===== src/rtl/imem_responder.sv =====
// imem_responder
//
// Response side of the instruction fetch path. Drives the read ports of the
// BIOS ROM and IMEM (both synchronous, 1-cycle read) from the fetch address.
// It returns the fetched instruction to decode in lockstep with the decode PC
// register. The memories re-read whenever the fetch address changes, so the
// block holds the instruction across stalls. It replaces killed or faulting
// fetches with NOP.
//
// Ports:
//   clk, rst_n         clock, asynchronous active-low reset
//   if_addr            fetch address from the fetch stage
//   if_bios_en         1 = fetch from BIOS, 0 = fetch from IMEM
//   id_stall, ex_stall decode / execute stalls
//   mem_flush          redirect from the memory stage, kills the in-flight fetch
//   bios_addr/re/dout  BIOS ROM read port
//   imem_addr/re/dout  IMEM read port
//   id_inst            instruction for the current decode PC
//   id_inst_valid      id_inst is a real fetched instruction
//   id_fetch_fault     current decode instruction came from a faulting fetch
//
// state | meaning
// ------+-----------------------------------------------------------------
// EMPTY | no instruction in decode (reset or flushed), NOP with valid=0
// LIVE  | memory output belongs to decode PC, pass it through (or NOP on fault)
// HELD  | decode stalled, instruction frozen in hold_q

module imem_responder #(
    parameter int          BIOS_AW = 12,
    parameter int          IMEM_AW = 14,
    parameter logic [31:0] NOP     = 32'h0000_0013
) (
    input  logic               clk,
    input  logic               rst_n,
    input  logic [31:0]        if_addr,
    input  logic               if_bios_en,
    input  logic               id_stall,
    input  logic               ex_stall,
    input  logic               mem_flush,
    output logic [BIOS_AW-1:0] bios_addr,
    output logic               bios_re,
    input  logic [31:0]        bios_dout,
    output logic [IMEM_AW-1:0] imem_addr,
    output logic               imem_re,
    input  logic [31:0]        imem_dout,
    output logic [31:0]        id_inst,
    output logic               id_inst_valid,
    output logic               id_fetch_fault
);

    localparam logic [1:0] EMPTY = 2'd0;
    localparam logic [1:0] LIVE  = 2'd1;
    localparam logic [1:0] HELD  = 2'd2;

    logic [1:0]  state_q, state_d;
    logic        sel_q, sel_d;
    logic        fault_q, fault_d;
    logic [31:0] hold_q, hold_d;

    logic        adv;
    logic        fault;
    logic        unused_addr;

    // Same condition as the decode PC register write enable.
    assign adv   = (!id_stall && !ex_stall) || mem_flush;
    assign fault = (if_addr[1:0] != 2'b00) ||
                   (!if_bios_en && (if_addr[31:28] != 4'h1));

    assign bios_addr = if_addr[BIOS_AW+1:2];
    assign imem_addr = if_addr[IMEM_AW+1:2];
    assign bios_re   = adv && if_bios_en;
    assign imem_re   = adv && !if_bios_en;

    // Bits between the word-address field and the region nibble are unused.
    assign unused_addr = ^if_addr;

    always_comb begin
        id_inst        = NOP;
        id_inst_valid  = 1'b0;
        id_fetch_fault = 1'b0;
        case (state_q)
            LIVE: begin
                id_inst_valid  = 1'b1;
                id_fetch_fault = fault_q;
                if (!fault_q) begin
                    id_inst = sel_q ? bios_dout : imem_dout;
                end
            end
            HELD: begin
                id_inst        = hold_q;
                id_inst_valid  = 1'b1;
                id_fetch_fault = fault_q;
            end
            default: begin
                id_inst        = NOP;
                id_inst_valid  = 1'b0;
                id_fetch_fault = 1'b0;
            end
        endcase
    end

    always_comb begin
        state_d = state_q;
        sel_d   = sel_q;
        fault_d = fault_q;
        hold_d  = hold_q;
        if (mem_flush) begin
            state_d = EMPTY;
        end else if (adv) begin
            state_d = LIVE;
            sel_d   = if_bios_en;
            fault_d = fault;
        end else if (state_q == LIVE) begin
            // Freeze the memory output before the address can move on.
            state_d = HELD;
            hold_d  = id_inst;
        end
    end

    always_ff @(posedge clk or negedge rst_n) begin
        if (!rst_n) begin
            state_q <= EMPTY;
            sel_q   <= 1'b0;
            fault_q <= 1'b0;
            hold_q  <= 32'h0;
        end else begin
            state_q <= state_d;
            sel_q   <= sel_d;
            fault_q <= fault_d;
            hold_q  <= hold_d;
        end
    end

endmodule


===== config.mk =====
export PLATFORM = sky130hd
export DESIGN_NAME = imem_responder
export DESIGN_NICKNAME = d
export VERILOG_FILES = /design/src/rtl/imem_responder.sv
export SDC_FILE = /design/constraint.sdc
export NUM_CORES = 1
export LEC_CHECK = 0
export BUFFER_PORTS_ARGS = -buffer_cell sky130_fd_sc_hd__buf_2
export CAP_MARGIN = 20
export CORE_UTILIZATION = 47
export DETAILED_ROUTE_END_ITERATION = 16
export GPL_TIMING_DRIVEN = 0
export PLACE_DENSITY = 0.92
export SYNTH_ARGS = -nofsm -noshare
export SYNTH_HDL_FRONTEND = slang
export SYNTH_SLANG_ARGS = --single-unit

===== constraint.sdc =====
create_clock -name clk -period 3 [get_ports clk]
set_input_delay 0.75 -clock clk [delete_from_list [all_inputs] [get_ports clk]]
set_output_delay 0.75 -clock clk [all_outputs]
set_load 0.01 [all_outputs]

==> results by stage, run 1 <==
Run status:
- The run finished with clean final reports.

Hold path:
- The type of the worst min-delay path is reg -> reg.
- The number of stages on the worst hold path is 1.
- In this run the most critical hold path is launched from hold_q[4].

Layout:
- The filler cells instantiated in the layout total 475.
- 0 antenna diodes ended up in the layout.
- The library cell used most frequently in the layout, excluding fill and tap cells, is buf_2.
- Relative to the synthesized area, the layout overhead comes to 32.5%.
- Once layout is complete, the utilization of the core stands at 0.645.
- The sequential standard cell area is roughly 900 um2.
- The number of nets in the layout is ~550.
- In the layout the commonest cells are 144 x buf_2, 61 x nand2_1, 36 x dfrtp_1.
- The area of the multi-input gates is 0.00143 mm2.
- The ratio of cells with drive above 1 in the final layout is 0.501.

Timing:
- Setup repair after global routing left no endpoint under its margin.
- At the pin with the least slew margin, the transition time is roughly 0.78 ns.
- The max-slew violation total from the final report is 0.
- The clock skew is 0.00173 ns.
- The headroom to the max-slew limit is 0.477.
- The clock period minus final worst setup slack is 2.88 ns.
- Adding up every negative setup slack in the final design gives 0 ns.
- Of the available clock period, the critical path in the final layout requires 0.959.
- The total setup violations reported at the end of the flow is 0.
- The final hold violation count is 0.
- The top achievable clock speed is 348 MHz.

Synth:
- The Yosys warning count is 0.
- The cell area that synthesis handed to floorplanning was 0.00267 mm2.
- Of the synthesized area, sequential elements account for 0.338.
- Counting every net in the synthesized netlist gives 409.
- Synthesis handed over a netlist of roughly 300 instances.
- The unique cell type count in the Yosys netlist is 30.
- The per-instance average area after synthesis is 8.74 um2.
- After synthesis the netlist holds a flip-flop and latch count of 36.

Pwr:
- The leakage power figure is 0.00166 uW.
- For this design the ratio of total power to cell area is approximately 420 mW/mm2.
- Across the VDD grid, the largest voltage drop is around 240 uV.

Worst setup path:
- The combined buffer and inverter count along the critical path is 4.
- STA puts the critical path data arrival time at around 2.1 ns.
- The data required time of the critical path is between 2 and 2.5 ns.
- The sort of element at the end of the critical path is a primary output.
- The count of cell instances traversed by the critical path is 7.
- The cell that appears most often on the critical path is buf_2.
- Along the worst path, the maximum fanout reaches 10.
- The depth of the most critical reg-to-reg path is 5.
- The cell class contributing the biggest share of worst-path delay is buffers and inverters.
- The delay of the slowest critical-path stage is 0.55 ns.
- Among all stages on the critical path, the largest delay is contributed by buf_1.
- The origin of the worst setup path is state_q[0].
- The worst setup path category is reg -> out.
- The source of the worst register-to-register timing path is state_q[0].
- The critical path launch point type is a register.
- Traced cell by cell, the critical path runs through inv_1, ha_1, buf_2, buf_1, a21oi_1, nand2_1, buf_2.

Drt:
- The top metal layer carrying routed signals is met4.
- Once detail routing completed, the nets flagged for antenna violations numbered 0.
- In this run, the number of DRC markers left after iteration 0 of detailed routing was 207.
- The routed layout has 2,773 vias.
- Dividing the detail-routed via count by the number of cells gives ~5.3.
- The post-detailed-routing wire length is slightly below 7000 um.
- The routed wirelength normalized by instance count is 13.3 um.
- Wire segments on met3 add up to 524 um in the final route.
- The detailed-routing wirelength on met1 is 2770 um.
- The DRC violation count after routing is 0.
- For this run, the detailed router's first-pass iteration total came to 6.
- After detailed routing, the met2 layer carries 3520 um of wire.

CTS:
- The CTS buffer count is 5.
- The clock-pin slew of the registers on the worst-case setup and hold paths is 0.07 ns.
- The clock sink count is 36.
- Clock latency on the worst-skew pair, taken at its later pin, is 0.28 ns.
- TritonCTS built the clock tree.
- Counting along the longest clock path gives a buffer depth of 2.
- The H-tree was split into 2 levels.
- The number of post-CTS setup repair buffers is 0.
- Clock tree synthesis selected as its root buffer the cell clkbuf_8.

Place:
- At the end of routability-driven placement, the weighted congestion stood at 0.808.
- The count of buffers from port buffering is 137.
- The sum of net half-perimeters after detailed placement is 5390 um.

GRT:
- The global-route congestion overflow total is 0.
- The number of antenna violations at the first check in global routing came to 0.
- The number of global-route vias before repair was 2,667.
- Across every metal layer, demand over resource in global routing totals 0.236.
- The global-route wire length before repair is approximately 11,000 um.
- The largest net degree at the start of global routing is 37.

Floorplanning:
- The number of top-level pins is between 150 and 200.
- The region available for standard cell placement spans about 0.0055 mm2.
- The die is 77.3 um tall.
- The die is 77.3 um wide.
- The floorplan step defined a die boundary enclosing 0.00598 mm2.
- The standard-cell row count is 27.
- The initial utilization of the core area, before any placement, comes to 0.487.

Flow run:
- The tool flagged a number of max-cap violations equal to 0.
[synthesized netlist by cell type (all sizes together)]
library cell	n	area share
o221ai	29	0.12
nor2b	3	0.0070
nand2b	3	0.0070
mux2	33	0.14
a22o	3	0.0099
nor3	1	0.0019
dfrtp	36	0.34
o21bai	1	0.0070
or3	2	0.0066
a21o	1	0.0028
inv	4	0.0056
o21ai	32	0.060
nor4b	1	0.0033
buf	38	0.10
nor2	4	0.0056
and2	1	0.0023
nand2	61	0.086
o21a	1	0.0028
clkbuf	15	0.021
a21oi	33	0.062
ha	2	0.0094
o211ai	1	0.0028
[metal layers]
| layer | up-vias | global-route usage |
|---|---|---|
| li1 | 1358 | - |
| met1 | 1276 | 0.275 |
| met2 | 127 | 0.432 |
| met3 | 12 | 0.0464 |
| met4 | 0 | 0.0717 |
| met5 | - | 0 |
[cell families (layout without fill, tap and decap cells)]
kind of cell | after synthesis | after routing | share of synthesized area
buf+inv | 57 | 201 | 0.128
compound gates | 101 | 101 | 0.266
simple gates | 76 | 76 | 0.120
fa+ha+maj | 2 | 2 | 0.00938
flops | 36 | 36 | 0.338
mux | 33 | 33 | 0.139
[registers in the layout (all words and copies together) (netlist names)]
register	flops
fault_q	1
hold_q	32
sel_q	1
state_q	2
[metrics by stage]
step / cell area, um2 / hold WS [ns] / setup slack [ns] / total power, uW / cells
2_1_floorplan: 2670 / 0.454 / 0.788 / 984 / 305
3_3_place_gp: 3440 / 0.494 / 0.463 / 1130 / 514
3_5_place_dp: 3440 / 0.506 / 0.432 / 1160 / 514
4_1_cts: 3530 / 0.521 / 0.125 / 1500 / 522
5_1_grt: 3530 / 0.551 / 0.00202 / 1590 / 521
6_report: 3530 / 0.523 / 0.124 / 1490 / 521
[where the power goes]
part           internal [uW]  switching (uW)  leakage [uW]
Sequential               586            51.6      0.000479
Clock                    183             161     0.0000510
Combinational            253             257       0.00113
[area by class of cell]
type	instances	share of cell area
plain buffers	52	0.0914
flip-flops and latches	36	0.255
repair buffers	137	0.194
clock inverters	2	0.00283
inverters	4	0.00425
well taps	72	0.0255
multi-input cells	212	0.403
clock buffers	6	0.0234
[timing repair]
action                     4_1_cts  5_1_grt
gates resized for setup          0        4
setup endpoints to repair        0        2
hold buffers                     0        0
[final timing paths]
kind	endpoint	slack, ns
setup / recovery	id_inst[4]	0.12
hold / removal	hold_q[4]	0.52
setup reg to reg	hold_q[28]	1.16
hold reg to reg	hold_q[4]	0.52
max in group asynchronous	hold_q[1]	1.95
min in group asynchronous	hold_q[21]	0.55
No activity file was read; power rests on OpenSTA's default activity.
==> inputs of run 2 (changes only) <==
==> constraint.sdc (replaced) <==
create_clock -name clk -period 3 [get_ports clk]
set_input_delay 0.6 -clock clk [delete_from_list [all_inputs] [get_ports clk]]
set_output_delay 0.6 -clock clk [all_outputs]
set_load 0.01 [all_outputs]
==> run 2 against run 1 <==
Net effect: first-iteration DRC count down 7.2%; cell count rose by 0.19%; clock power about the same; non-clock buffer count grew 1; largest cell class unchanged; cell area hardly changed; global-route usage did not move.
==> results by stage, run 2 (synthesized netlist as in run 1, its figures left out) <==
Run status:
- The run finished with clean final reports.

Drt:
- The number of vias after detailed routing is 2,779 (+0.22%).
- The DRC violation count after routing is 0 (unchanged).
- The antenna violation net count after detailed routing was 0 (unchanged).
- The average via count per standard cell was 5.32 (about the same).
- The routed wirelength normalized by instance count is 13.3 um (+0.21%).
- The violation count after the first detailed-route iteration came to 192 (-7.2%).
- The post-detailed-routing wire length is 6940 um (+0.40%).
- The number of iterations in the first detailed-routing pass came to 6 (unchanged).

CTS:
- The CTS buffer count is 5 (unchanged).
- The maximum level of the CTS H-tree is 2 (unchanged).
- The total of hold buffers inserted after clock tree synthesis is 0 (unchanged).
- The root buffer cell chosen for the clock tree is clkbuf_8.
- The TritonCTS clock tree is built.
- The maximum buffer depth of the clock tree was 2 (unchanged).
- The clock network latency to the later pin of the worst-skew pair is 0.28 ns (about the same).
- The clock-pin slew of the registers on the worst-case setup and hold paths is 0.07 ns (about the same).
- The clock sink count is 36 (unchanged).
- The post-cts sizing count is 0 (unchanged).
- The number of post-CTS setup repair buffers is 0 (unchanged).

Layout:
- The number of nets in the layout came to 553 (+0.18%).
- The ratio of cells with drive above 1 in the final layout is 0.498 (-0.00334).
- Leaving out fill and tap cells, the most frequent cell in the layout is buf_2.
- hold_q holds more flip-flops than any other register.
- The final non-filler cell total is 522 (+0.19%).
- The count of filler cells inserted in the layout is 474 (-0.21%).
- The antenna diode instance count was 0 (unchanged).
- The flip-flop count of the largest register, all copies and words added was 32 (unchanged).
- Leaving out fill and tap cells, the most frequent cells in the layout are 145 x buf_2, 61 x nand2_1, 36 x dfrtp_1.
- The largest registers in the layout are hold_q x32, state_q x2.
- The growth of design area from synthesis to finish was 32.6% (about the same).

Timing:
- The final period utilization came to 0.907 (-0.0511).
- The clock period minus final worst setup slack was 2.72 ns (-0.153 ns).
- The total setup violations reported at the end of the flow is 0 (unchanged).
- Setup repair after global routing left no endpoint under its margin.
- The final hold violation count is 0 (unchanged).
- The top achievable clock speed is 367 MHz (+5.6%).
- The clock skew is 0.00163 ns (-0.0000987 ns).
- The sum of negative setup slack is 0 ns (unchanged).
- The worst setup slack after layout is 0.278 ns (+0.153 ns).
- The slew of the pin with the lowest slew margin is 0.797 ns (+0.0121 ns).
- The max-slew violation total from the final report is 0 (unchanged).
- The headroom to the max-slew limit is 0.469 (-0.00809).

Floorplanning:
- The placeable core region was 0.00547 mm2 (unchanged).
- The standard-cell row count is 27 (unchanged).
- The initial standard-cell utilization of the core came to 0.487 (unchanged).
- The full die area came to 0.00598 mm2 (unchanged).
- The die extent in y was 77.3 um (unchanged).
- The width of the die was 77.3 um (unchanged).
- The number of top-level pins was 164 (unchanged).

GRT:
- The largest net degree at the start of global routing is 37 (unchanged).
- The number of global-route vias before repair is 2,667 (unchanged).
- The number of antenna violations at the first check in global routing is 0 (unchanged).
- The global-route congestion overflow total was 0 (unchanged).
- The global-route wire length before repair was 11,500 um (unchanged).
- The overall fraction of global-route tracks in use is 0.236 (unchanged).

Place:
- The worst setup timing slack at the placement stage is 0.582 ns (+0.150 ns).
- The count of buffers from port buffering is 137 (unchanged).
- The number of placed instances, taps included is 514 (unchanged).
- The sum of net half-perimeters after detailed placement is 5390 um (unchanged).
- The placer congestion estimate is 0.808 (unchanged).

Worst setup path:
- The data required time of the critical path was 2.40 ns (+0.15 ns).
- The worst endpoint data arrival time is 2.12 ns (about the same).
- The sort of element at the end of the critical path is a primary output.
- The worst setup path category is reg -> out.
- The maximum net fanout on the critical path is 10 (unchanged).
- The critical path launch point type is a register.

Hold path:
- The type of the worst min-delay path is in -> async.

Pwr:
- The power density over cell area was 423 mW/mm2 (about the same).
- The leakage power figure came to 0.00165 uW (about the same).
- The worst IR drop on VDD was 240 uV (+0.36%).

Flow run:
- The number of max-capacitance violations reported is 0 (unchanged).
run 2: per-layer routing:
layer,GRT usage,share of wire,vias to the layer above
met2,0.432,0.51,127
met4,0.0717,0.012,0
met1,0.275,0.41,1279
met5,0,0,-
li1,-,-,1363
met3,0.0464,0.073,10
run 2: where the power goes:
group	internal [uW]	leakage [uW]	switching [uW]	total [uW]
combinational	253	0.00113	258	510
sequential	586	0.000479	51.6	637
clock	183	0.0000510	163	346
run 2: final cells by class:
cell class | instances | area (um2) | area share
repair buffers | 137 | 686 | 0.194
plain buffers | 53 | 325 | 0.0920
well taps | 72 | 90.1 | 0.0255
clock buffers | 6 | 82.6 | 0.0234
multi-input cells | 212 | 1430 | 0.403
clock inverters | 2 | 10.0 | 0.00283
inverters | 4 | 15.0 | 0.00425
flip-flops and latches | 36 | 901 | 0.255
run 2: critical path: stages (launching register included):
cell and delay [ns]:
dfrtp_1 0.38, inv_1 0.06, ha_1 0.29, buf_2 0.22, buf_1 0.55, a21oi_1 0.12
nand2_1 0.10, buf_2 0.13
run 2: through the flow:
stage                     power [uW]  cell area (um2)  utilization  hold slack (ns)
after global routing            1590             3530        0.646            0.451
final                           1490             3530        0.646            0.400
after detailed placement        1160             3440        0.629            0.506
after CTS                       1500             3530        0.646            0.418
after floorplan                  984             2670            -            0.304
after global placement          1130             3440        0.629            0.494
run 2: worst paths after layout:
check | start | endpoint | slack [ns] | depth (start not counted)
max in group asynchronous | rst_n | hold_q[1] | 2.09 | 1
max | state_q[0] | id_inst[4] | 0.28 | 7
min reg2reg | hold_q[4] | hold_q[4] | 0.52 | 1
min in group clk | hold_q[4] | hold_q[4] | 0.52 | 1
min | rst_n | hold_q[21] | 0.40 | 1
max reg2reg | state_q[0] | hold_q[28] | 1.17 | 5
